<file path="src/rtl/rr_burst_arbiter.sv">
// rr_burst_arbiter
// ----------------
// Round-robin burst arbiter. N requesters share one downstream port through
// valid/ready handshakes. A rotating-priority search picks the winner. The
// grant is held for the whole burst, until the beat marked last is accepted.
// Priority then rotates to the requester after the winner.
//
// Optional feature macro: ARB_BURST_CAP_EN
//   When defined, a burst is force-terminated on its MAX_BEATS-th beat.
//   out_last_o is raised on that beat and the owner must re-arbitrate.
//   When undefined, no beat counter is built and bursts are unbounded.
//
// Ports
//   clk          rising-edge clock
//   rst_n        asynchronous active-low reset
//   req_valid_i  per-requester beat valid            [N]
//   req_last_i   per-requester last-beat marker      [N]
//   req_data_i   requester data, k at [k*W +: W]     [N*W]
//   req_ready_o  per-requester ready, one-hot or 0   [N]
//   out_valid_o  shared-port valid
//   out_last_o   shared-port last marker
//   out_data_o   shared-port data                    [W]
//   out_sel_o    index of current winner             [$clog2(N)]
//   out_ready_i  shared-port ready
//   locked_o     high while a burst holds the grant
module rr_burst_arbiter #(
    parameter int N         = 4,
    parameter int W         = 32,
    parameter int MAX_BEATS = 16
) (
    input  logic                 clk,
    input  logic                 rst_n,
    input  logic [N-1:0]         req_valid_i,
    input  logic [N-1:0]         req_last_i,
    input  logic [N*W-1:0]       req_data_i,
    output logic [N-1:0]         req_ready_o,
    output logic                 out_valid_o,
    output logic                 out_last_o,
    output logic [W-1:0]         out_data_o,
    output logic [$clog2(N)-1:0] out_sel_o,
    input  logic                 out_ready_i,
    output logic                 locked_o
);

    localparam int IW = $clog2(N);
    localparam logic [IW-1:0] IDX_ONE  = IW'(1);
    localparam logic [N-1:0]  PRIO_RST = N'(1);

    typedef enum logic [0:0] {
        IDLE = 1'b0,
        LOCK = 1'b1
    } state_t;

    // Binary index of a one-hot vector.
    function automatic logic [IW-1:0] onehot_to_idx(input logic [N-1:0] oh);
        logic [IW-1:0] idx;
        idx = '0;
        for (int i = 0; i < N; i++) begin
            idx = idx | (oh[i] ? IW'(i) : {IW{1'b0}});
        end
        return idx;
    endfunction

    // One-hot vector with the given bit set.
    function automatic logic [N-1:0] idx_to_onehot(input logic [IW-1:0] idx);
        return PRIO_RST << idx;
    endfunction

    state_t        state_r, state_nxt_s;
    logic [N-1:0]  prio_r, prio_nxt_s;
    logic [IW-1:0] owner_r, owner_nxt_s;
    logic [IW-1:0] prio_idx_s, winner_s, cand_s;
    logic [N-1:0]  ready_s;
    logic          valid_s, last_s;
    logic [W-1:0]  data_s;
    logic [IW-1:0] sel_s;

`ifdef ARB_BURST_CAP_EN
    localparam int CW = $clog2(MAX_BEATS) + 1;
    localparam logic [CW-1:0] CNT_CAP = CW'(MAX_BEATS - 1);
    localparam logic [CW-1:0] CNT_ONE = CW'(1);
    logic [CW-1:0] cnt_r, cnt_nxt_s;
    logic          cap_hit_s;
`endif

    // Circular search from the priority index. The scan runs from the
    // farthest offset down to offset 0, so the nearest valid requester is
    // assigned last and wins. Index wrap relies on N being a power of two.
    always_comb begin
        prio_idx_s = onehot_to_idx(prio_r);
        winner_s   = prio_idx_s;
        cand_s     = prio_idx_s;
        for (int i = N - 1; i >= 0; i--) begin
            cand_s = prio_idx_s + IW'(i);
            if (req_valid_i[cand_s]) begin
                winner_s = cand_s;
            end else begin
                winner_s = winner_s;
            end
        end
    end

    // Next-state logic and the shared-port mux.
    always_comb begin
        state_nxt_s = state_r;
        prio_nxt_s  = prio_r;
        owner_nxt_s = owner_r;
        sel_s       = prio_idx_s;
        valid_s     = 1'b0;
        last_s      = 1'b0;
        data_s      = '0;
        ready_s     = '0;
`ifdef ARB_BURST_CAP_EN
        cnt_nxt_s   = cnt_r;
        cap_hit_s   = 1'b0;
`endif
        case (state_r)
            IDLE: begin
                sel_s   = winner_s;
                valid_s = |req_valid_i;
                if (valid_s) begin
                    data_s            = req_data_i[winner_s*W +: W];
                    last_s            = req_last_i[winner_s];
                    ready_s[winner_s] = out_ready_i;
                end else begin
                    data_s  = '0;
                    last_s  = 1'b0;
                end
                if (valid_s && out_ready_i) begin
                    if (last_s) begin
                        prio_nxt_s = idx_to_onehot(winner_s + IDX_ONE);
                    end else begin
                        state_nxt_s = LOCK;
                        owner_nxt_s = winner_s;
`ifdef ARB_BURST_CAP_EN
                        cnt_nxt_s   = CNT_ONE;
`endif
                    end
                end else begin
                    state_nxt_s = IDLE;
                end
            end
            LOCK: begin
                sel_s            = owner_r;
                valid_s          = req_valid_i[owner_r];
                data_s           = req_data_i[owner_r*W +: W];
                ready_s[owner_r] = out_ready_i;
`ifdef ARB_BURST_CAP_EN
                cap_hit_s        = (cnt_r == CNT_CAP);
                last_s           = req_last_i[owner_r] | cap_hit_s;
`else
                last_s           = req_last_i[owner_r];
`endif
                if (valid_s && out_ready_i) begin
                    if (last_s) begin
                        state_nxt_s = IDLE;
                        prio_nxt_s  = idx_to_onehot(owner_r + IDX_ONE);
                    end else begin
`ifdef ARB_BURST_CAP_EN
                        cnt_nxt_s   = cnt_r + CNT_ONE;
`endif
                        state_nxt_s = LOCK;
                    end
                end else begin
                    state_nxt_s = LOCK;
                end
            end
            default: begin
                state_nxt_s = IDLE;
            end
        endcase
    end

    // Outputs are forced to their reset values while rst_n is low, so an
    // abandoned burst releases the port within the same cycle.
    always_comb begin
        if (rst_n) begin
            req_ready_o = ready_s;
            out_valid_o = valid_s;
            out_last_o  = last_s;
            out_data_o  = data_s;
            out_sel_o   = sel_s;
            locked_o    = (state_r == LOCK);
        end else begin
            req_ready_o = '0;
            out_valid_o = 1'b0;
            out_last_o  = 1'b0;
            out_data_o  = '0;
            out_sel_o   = '0;
            locked_o    = 1'b0;
        end
    end

    // State, priority pointer and owner registers.
    always_ff @(posedge clk or negedge rst_n) begin
        if (!rst_n) begin
            state_r <= IDLE;
            prio_r  <= PRIO_RST;
            owner_r <= '0;
        end else begin
            state_r <= state_nxt_s;
            prio_r  <= prio_nxt_s;
            owner_r <= owner_nxt_s;
        end
    end

`ifdef ARB_BURST_CAP_EN
    // Beat counter for the burst cap.
    always_ff @(posedge clk or negedge rst_n) begin
        if (!rst_n) begin
            cnt_r <= '0;
        end else begin
            cnt_r <= cnt_nxt_s;
        end
    end
`endif

endmodule

</file>
<file path="config.mk">
export PLATFORM = sky130hd
export DESIGN_NAME = rr_burst_arbiter
export DESIGN_NICKNAME = d
export VERILOG_FILES = /design/src/rtl/rr_burst_arbiter.sv
export SDC_FILE = /design/constraint.sdc
export NUM_CORES = 1
export LEC_CHECK = 0
export BUFFER_PORTS_ARGS = -buffer_cell sky130_fd_sc_hd__buf_2
export CORE_ASPECT_RATIO = 0.75
export CORE_MARGIN = 2
export CORE_UTILIZATION = 46
export DETAILED_ROUTE_END_ITERATION = 12
export HOLD_SLACK_MARGIN = 0.06
export PLACE_DENSITY = 0.84
export SLEW_MARGIN = 15
export SYNTH_ARGS = -nofsm -noshare
export SYNTH_HDL_FRONTEND = slang
export SYNTH_SLANG_ARGS = --single-unit
</file>
<file path="constraint.sdc">
create_clock -name clk -period 3 [get_ports clk]
set_input_delay 0.3 -clock clk [delete_from_list [all_inputs] [get_ports clk]]
set_output_delay 0.3 -clock clk [all_outputs]
set_load 0.02 [all_outputs]
</file>
# Word level (Yosys, flattened, before mapping)
# Cells that the tools add are included.
[totals]
regBits = 7
input_bits = 139
[op_classes]
shift = 4
n_reduce_logical = 7
n_mux = 50
magnitude_cmp = 8
bitwise_logic = 6
n_addsub = 5
eq_ne = 4
[ops]
columns = ["operator", "n"]
rows = [
  ["128-bit by 8-bit variable part select with 32-bit output", 2],
  ["32-bit two-way mux", 2],
  ["32-bit one-hot mux with 2 select lines", 1],
  ["4-bit two-way mux", 6],
  ["1-bit two-way mux", 19],
  ["2-bit by 3-bit < comparator with 1-bit output (second input constant)", 6],
  ["4-bit one-hot mux with 2 select lines", 2],
  ["1-bit binary-select mux with 2-bit select", 7],
  ["2-bit two-way mux", 7],
  ["4-bit AND", 2],
  ["1-bit by 2-bit left shift with 4-bit output (first input constant)", 2],
  ["2-bit by 1-bit adder with 2-bit output (second input constant)", 3],
  ["1-bit one-hot mux with 2 select lines", 3],
  ["2-bit adder (second input constant)", 2],
  ["1-bit demux with 2-bit select", 2],
  ["2-bit by 1-bit >= comparator with 1-bit output (second input constant)", 2],
  ["1-bit logical AND", 4],
  ["2-bit by 1-bit != test with 1-bit output (second input constant)", 2],
  ["2-bit != test (second input constant)", 2],
  ["2-bit one-hot mux with 2 select lines", 1],
  ["4-bit AND reduction", 1],
  ["4-bit OR reduction", 1],
  ["3-bit AND reduction", 1],
  ["1-bit NOT", 2],
  ["other kinds (2)", 2],
]

# Logic depth before layout (Yosys ltp)
# Gate-level depths: netlist (run 1).
[logic_depth]
depth_word = 18
mapped_depth = 9
ltp_nobuf = 7

# Worst setup path before layout (run 1)
# OpenSTA, ideal clock, no wires.
[synth_path]
path_kind = "flip-flop to output port"
startpoint = "register prio_r[1]"
endpoint = "output out_data_o[10]"
required_time_ns = 2.700
stages_incl_launch_ff = 10
t_arrival_ns = 2.088
slack_ns = 0.612
path_buffers = 2
cell_sequence = "dfrtp_1 > buf_4 > a21o_1 > a32oi_2 > a22oi_2 > o21ai_4 > nand2_8 > buf_8 > mux2i_1 > o211ai_1"
[synth_between]
elab_chain_cells = 14
[synth_lines]
columns = ["item", "line_no", "source"]
rows = [
  ["from (decl)", "70", "logic [N-1:0] prio_r, prio_nxt_s;"],
  ["from (signal assigned)", "202", "prio_r <= prio_nxt_s;"],
  ["1-bit two-way mux (*)", "59", "idx = idx | (oh[i] ? IW'(i) : {IW{1'b0}});"],
  ["1-bit by 2-bit bitwise OR with 2-bit output (*)", "59", ""],
  ["2-bit bitwise OR (*)", "59", ""],
  ["2-bit adder", "94", "cand_s = prio_idx_s + IW'(i);"],
  ["1-bit binary-select mux with 2-bit select", "95", "if (req_valid_i[cand_s]) begin"],
  ["1-bit two-way mux (implied by the code)", "95", ""],
  ["2-bit two-way mux (3 in series)", "95", ""],
  ["2-bit two-way mux (*)", "95", ""],
  ["128-bit by 8-bit variable part select with 32-bit output (*)", "122", "data_s = req_data_i[winner_s*W +: W];"],
  ["32-bit two-way mux (*)", "121", "if (valid_s) begin"],
  ["32-bit one-hot mux with 2 select lines (*)", "117", "case (state_r)"],
  ["32-bit two-way mux (*)", "177", "if (rst_n) begin"],
  ["to (decl)", "39", "output logic [W-1:0] out_data_o,"],
]
# Mark *: on every way between the ends. The rest lies on a longest branch, timed or not. The select of a mux whose other input is x is not followed.

# Worst setup path in the final report (run 1)
[layout_path]
startpoint = "register prio_r[3]"
endpoint = "output out_data_o[23]"
[layout_between]
elab_chain_cells = 13
[layout_lines]
columns = ["item", "line_no"]
rows = [
  ["2-bit two-way mux (*)", "59"],
  ["2-bit bitwise OR (*)", "59"],
  ["2-bit adder", "94"],
  ["1-bit binary-select mux with 2-bit select", "95"],
  ["1-bit two-way mux (implied by the code)", "95"],
  ["2-bit two-way mux (3 in series)", "95"],
  ["2-bit two-way mux (*)", "95"],
  ["128-bit by 8-bit variable part select with 32-bit output (*)", "122"],
  ["32-bit two-way mux (*)", "121"],
  ["32-bit one-hot mux with 2 select lines (*)", "117"],
  ["32-bit two-way mux (*)", "177"],
]
# Marks and branches as above.

==> results of run 1 <==
how the worst min path moves through the flow:
stage                      from                     end  slack (ns)
floorplan                 rst_n  owner_r[0]$_DFFE_PN0P_       0.004
global placement          rst_n   prio_r[2]$_DFFE_PN0P_        0.19
detailed placement        rst_n   prio_r[2]$_DFFE_PN0P_        0.19
CTS                 out_ready_i       state_r$_DFF_PN0_        0.41
global route        out_ready_i       state_r$_DFF_PN0_        0.46
finish              out_ready_i       state_r$_DFF_PN0_        0.42
cell usage after synthesis, types with 2 or more instances:
library cell  instances
nor2_1               10
nand3_1              36
o211ai_1             34
buf_6                 3
a22oi_2               4
a211oi_2              2
nand4_1               2
mux4_2               34
buf_8                 2
nand2_1              49
nor2b_1               3
mux2_4                2
a21oi_1               5
and2_1                5
clkbuf_1             14
a21o_1               33
mux2i_1              35
a31o_2                2
nor2_2                2
buf_2                19
nor3_1                2
dfrtp_1               6
o21ai_0              32
power breakdown:
group,leakage (nW),internal [mW],switching (mW)
sequential,0.0667,0.119,0.182
combinational,1.82,1.77,2.30
clock,0.0228,0.0920,0.0424
total,1.91,1.98,2.52
kinds of logic (layout without fill, tap and decap cells):
group / Yosys count / count (layout)
muxes: 73 / 73
buffers and inverters: 41 / 208
AOI/OAI and AO/OA: 128 / 128
DFF: 6 / 6
and+or+nand+nor: 122 / 124
registers in the layout, indices dropped and copies added, names as in the netlist:
register and cells:
state_r 1, prio_r 3, owner_r 2
routing by layer:
metal	track usage [%]	part of all wire (%)
met5	0	0
met3	3.394	7.9
met4	10.05	1.8
met1	37.15	40
met2	51.88	50
metrics by stage:
stage / instance area (um^2) / hold WS [ns] / utilization (%) / std cells / power, mW
after floorplan: 3157 / 0.004409 / - / 370 / 3.182
after global placement: 4061 / 0.1883 / 60.31 / 607 / 3.901
after detailed placement: 4061 / 0.1941 / 60.31 / 607 / 3.983
after CTS: 4213 / 0.4131 / 62.56 / 619 / 4.340
after global routing: 4290 / 0.4634 / 63.71 / 623 / 4.780
final: 4290 / 0.4182 / 63.71 / 623 / 4.505
cell type report:
cell class / count / area (um^2) / area share [%]
sequential: 6 / 156.4 / 3.645
inverter: 1 / 3.754 / 0.08749
multi-input combinational: 325 / 2831 / 66.00
timing repair buffer: 203 / 1149 / 26.77
clock buffer: 4 / 45.04 / 1.050
tap: 84 / 105.1 / 2.450
repair_timing:
item	CTS	global route
pin swaps	4	3
hold buffers	1	0
cloned	2	0
gates resized for setup	4	4
endpoints found under the setup margin	35	24
setup buffers	5	4
hold endpoints to repair	6	0
worst min-delay path, stage by stage:
cell     delay (ns)
buf_2          0.14
nand2_1        0.07
nand2_1        0.05
nand2_1        0.06
==> results.py, run 1 <==
metrics = {
    "sta": {
        "tns_ns": 0,
        "slew_viol_final": 0,
        "rsz0062_at_grt": "no",
        "worst_pin_slew_ns": 0.7172,
        "setup_slack_ns": 0.08293,
        "timing.fmax_mhz": 342.8,
        "hold_violations": 0,
        "timing.final.crit_share_pct": 97.24,
        "relSlewSlack_pct": 52.19,
        "post-route-min-period_ns": 2.917,
        "clock_skew_ns": 0.002228,
        "finalSetupViolations": 0,
    },
    "clocking": {
        "htreeDepth": 1,
        "clkLatencyLatePin_ns": 0.23,
        "clock_sinks": 6,
        "clk_pin_slew_ns": 0.04,
        "cts.path.max_buffers": 2,
        "cts_root_buffer": "clkbuf_8",
        "cts_tree": "yes",
        "cts_buffers": 3,
    },
    "setup_path": {
        "worstPathArrival_ns": 2.62,
        "cp_cell_sequence": "or2_4 -> nor3_4 -> a31oi_4 -> nand3_2 -> buf_12 -> nand3_1 -> a21o_1 -> o211ai_1 -> buf_2",
        "critPathBufInv": 2,
        "crit_family": "simple AND/OR/NAND/NOR gates",
        "ff2ff_setup_slack_ns": 0.64,
        "critical_path_cell_count": 9,
        "path_class": "reg -> out",
        "startpoint_type": "flip-flop",
        "rr_endpoint": "prio_r[3]$_DFFE_PN0P_",
        "endpoint_kind": "primary output",
        "crit_fanout": 33,
        "r2r-start": "prio_r[3]$_DFFE_PN0P_",
        "ff2ff_path_depth": 7,
        "crit_required_ns": 2.70,
        "crit_start": "prio_r[3]$_DFFE_PN0P_",
        "cpPeakStageDelay_ns": 0.49,
        "crit_path_end": "out_data_o[23]",
        "critPathSlowestCell": "dfrtp_2",
    },
    "hold_path": {
        "worst_hold_path_type": "in -> reg",
        "min_path_cells": 4,
    },
    "placed_design": {
        "post-place-ws_ns": -0.1032,
        "gp_congestion": 0.8823,
        "hpwl_um": 8404,
        "place.port_buffers": 179,
    },
    "floorplanning": {
        "core_um2": 6734,
        "start_util_pct": 46.88,
        "row_count": 26,
        "die_h_um": 75.74,
        "die_area_um2": 7548,
        "die_x_um": 99.66,
        "io_pins": 180,
    },
    "logic_synthesis": {
        "syn_nets": 509,
        "synth_top_area_share_pct": 24.26,
        "synth_seq_cells": 6,
        "yosys.area.top_type": "mux4_2",
        "syn_area_per_cell_um2": 8.532,
        "synth-edff-count": 0,
        "synth_compound_area_share_pct": 30.76,
        "seq_area_frac_synth_pct": 4.756,
        "synthMuxAreaShare_pct": 37.02,
        "yosysUniqueCellTypes": 57,
        "synth_top_family_by_area": "multiplexers",
        "synth_xor_area_share_pct": 0,
        "synth_area_um2": 3157,
        "synth_flop_cell": "dfrtp_1",
        "synth_area_leaders": "mux4_2, mux2i_1, o211ai_1, a21o_1, nand2_1",
        "synth_simple_gate_area_share_pct": 20.29,
        "synthArstFlopShare_pct": 100.0,
        "synth_fa_ha_area_share_pct": 0,
        "synth_cells": 370,
        "ys_warn_count": 0,
    },
    "run": {
        "cap_viol_max_count": 0,
    },
    "global_routing": {
        "grt_use_total_pct": 29.02,
        "grt_first_pass_wirelength_um": 17620,
        "antenna_found_initial": 0,
        "grt_max_degree": 34,
        "grt_pass1_vias": 3747,
        "overflow": 0,
    },
    "power": {
        "power_density_nw_per_um2": 1050,
        "ir_drop_uv": 691.4,
        "leakage_nw": 1.914,
    },
    "layout": {
        "mostFrequentLayoutCell": "buf_2",
        "area_delta_synth_final_pct": 35.91,
        "layout_common_cells": "buf_2, nand2_1, nand3_1, mux2i_1",
        "layout-drive-gt1-share_pct": 51.39,
        "n_fill_cell": 583,
        "diodes": 0,
        "fin_nets": 679,
    },
    "routing": {
        "wl_um": 11910,
        "vias": 4021,
        "via_per_inst": 6.454,
        "drcViolationCount": 0,
        "antenna_left": 0,
        "drtIter0Drc": 276,
        "dr.pass1.iters": 7,
        "detail_route.wl_per_cell_um": 19.12,
    },
    "outcome": {
        "status": "completed",
    },
}
Note: power is estimated with default switching activity, not from simulation.
==> inputs of run 2 (changes only) <==
==> constraint.sdc (replaced) <==
create_clock -name clk -period 3 [get_ports clk]
set_input_delay 0.6 -clock clk [delete_from_list [all_inputs] [get_ports clk]]
set_output_delay 0.6 -clock clk [all_outputs]
set_load 0.02 [all_outputs]
==> run 2 against run 1 <==
  * The flow now finishes with violations (negative setup slack)
  * Global-route usage grew 3.3 points
  * Largest power group unchanged
  * Core utilization grew 7.0 points
  * Worst setup slack lost 0.18 ns
  * Sequential cell count is the same
  * Clock skew shrank 0.00088 ns
  * Power grew 21%
  * Via count grew 4.6%
  * Sequential share of layout area shrank 0.36 points
  * Maximum frequency shrank 5.8%
  * Highest routed layer unchanged
  * Worst hold slack lost 0.089 ns
  * Die area is the same
  * Clock-buffer cell count is the same
==> results.py, run 2 (synthesis gave the netlist of run 1 again) <==
metrics = {
    "layout": {
        "n_fill_cell": 523,
        "area_delta_synth_final_pct": 50.85,
        "largest_reg_flops": 3,
        "fin_cells": 647,
        "mostFrequentLayoutCell": "buf_2",
        "diodes": 0,
        "fin_nets": 703,
        "top_regs": "prio_r (3), owner_r (2), state_r (1)",
        "layout_common_cells": "buf_2, buf_4, nand2_1, mux2i_1, nand3_1",
        "layout-drive-gt1-share_pct": 55.77,
        "largest_register": "prio_r",
    },
    "clocking": {
        "htreeDepth": 1,
        "clkLatencyLatePin_ns": 0.23,
        "cts_buffers": 3,
        "cts.path.max_buffers": 2,
        "cts_hold_buf": 0,
        "clk_pin_slew_ns": 0.04,
        "cts_tree": "yes",
        "cts_root_buffer": "clkbuf_8",
        "clock_sinks": 6,
    },
    "placed_design": {
        "dp.cells": 622,
        "post-place-ws_ns": -0.07157,
        "hpwl_um": 8540,
        "place.port_buffers": 179,
        "gp_congestion": 0.8725,
    },
    "run": {
        "cap_viol_max_count": 0,
    },
    "global_routing": {
        "grt_first_pass_wirelength_um": 19320,
        "grt_use_total_pct": 32.29,
        "top_usage_layer": "met2",
        "use_met3_pct": 6.147,
        "grt_pass1_vias": 4078,
        "antenna_found_initial": 0,
        "grtUsageMet2_pct": 58.86,
        "grt_max_degree": 43,
        "use_met1_pct": 38.41,
        "overflow": 0,
    },
    "routing": {
        "vias": 4205,
        "wl_um": 13120,
        "drcViolationCount": 0,
        "via_per_inst": 6.499,
        "detail_route.wl_per_cell_um": 20.28,
        "dr.pass1.iters": 5,
        "drtIter0Drc": 334,
        "antenna_left": 0,
    },
    "setup_path": {
        "ff2ff_path_depth": 10,
        "crit_family": "compound AO/OA/AOI/OAI gates",
        "path_class": "reg -> out",
        "cp_cell_sequence": "a21o_1 -> a32oi_2 -> a22oi_2 -> buf_4 -> o21ai_4 -> buf_12 -> buf_12 -> nand3_2 -> a21o_1 -> o211ai_1 -> buf_4",
        "crit_required_ns": 2.40,
        "ff2ff_setup_slack_ns": 0.46,
        "endpoint_kind": "primary output",
        "critPathSlowestCell": "dfrtp_2",
        "startpoint_type": "flip-flop",
        "cpPeakStageDelay_ns": 0.49,
        "crit_fanout": 16,
        "critical_path_cell_count": 11,
        "critPathBufInv": 4,
        "worstPathArrival_ns": 2.50,
    },
    "sta": {
        "timing.fmax_mhz": 323.0,
        "slew_viol_final": 0,
        "setup_slack_ns": -0.09608,
        "timing.final.crit_share_pct": 103.2,
        "hold_violations": 0,
        "tns_ns": -2.084,
        "rsz0062_at_grt": "yes",
        "post-route-min-period_ns": 3.096,
        "worst_pin_slew_ns": 1.005,
        "clock_skew_ns": 0.001348,
        "whs_ns": 0.3287,
        "finalSetupViolations": 35,
        "relSlewSlack_pct": 32.98,
    },
    "floorplanning": {
        "start_util_pct": 46.88,
        "die_h_um": 75.74,
        "row_count": 26,
        "core_um2": 6734,
        "io_pins": 180,
        "die_x_um": 99.66,
        "die_area_um2": 7548,
    },
    "power": {
        "leakage_nw": 2.116,
        "ir_drop_uv": 653.5,
        "power_density_nw_per_um2": 1143,
    },
    "outcome": {
        "failed_checks": "negative setup slack",
        "status": "complete, but fails checks",
    },
    "hold_path": {
        "worst_hold_path_type": "in -> async",
    },
}
[run 2: per-stage QoR]
step	cell area (um^2)	util, %	total power [mW]
floorplan	3157	-	3.182
global placement	4212	62.54	4.093
detailed placement	4212	62.54	4.197
CTS	4642	68.93	5.102
global route	4762	70.72	5.755
finish	4762	70.72	5.442
[run 2: final cells by class]
cell class              count  area (um^2)  area share [%]
clock buffers               4        45.04          0.9459
inverters                   1        3.754         0.07882
multi-input cells         328         2962           62.19
flip-flops and latches      6        156.4           3.284
well taps                  84        105.1           2.207
repair buffers            224         1490           31.29
[run 2: where the power goes]
part / leakage (nW) / total [mW] / internal [mW] / switching [mW]
Combinational: 2.03 / 4.98 / 2.37 / 2.62
Clock: 0.0228 / 0.136 / 0.0922 / 0.0443
Sequential: 0.0667 / 0.321 / 0.118 / 0.203
Total: 2.12 / 5.44 / 2.58 / 2.86
[run 2: path summary, 6_finish.rpt]
check | from | to
worst max-delay path | prio_r[3]$_DFFE_PN0P_ | out_data_o[22]
worst min-delay path | rst_n | prio_r[2]$_DFFE_PN0P_
worst max register to register | prio_r[3]$_DFFE_PN0P_ | prio_r[1]$_DFFE_PN0P_
worst min register to register | prio_r[2]$_DFFE_PN0P_ | prio_r[2]$_DFFE_PN0P_
max in group asynchronous | rst_n | owner_r[0]$_DFFE_PN0P_
min in group clk | prio_r[2]$_DFFE_PN0P_ | prio_r[2]$_DFFE_PN0P_
[run 2: what timing repair did]
action,4_1_cts,5_1_grt
gates resized for setup,53,51
setup endpoints to repair,39,39
pin swaps,11,5
cloned,5,2
setup buffers,12,3
[run 2: layer usage]
metal	share of wire (%)	wire length [um]
met5	0	0
met4	3.0	395
met3	10	1376
met2	50	6570
met1	36	4777
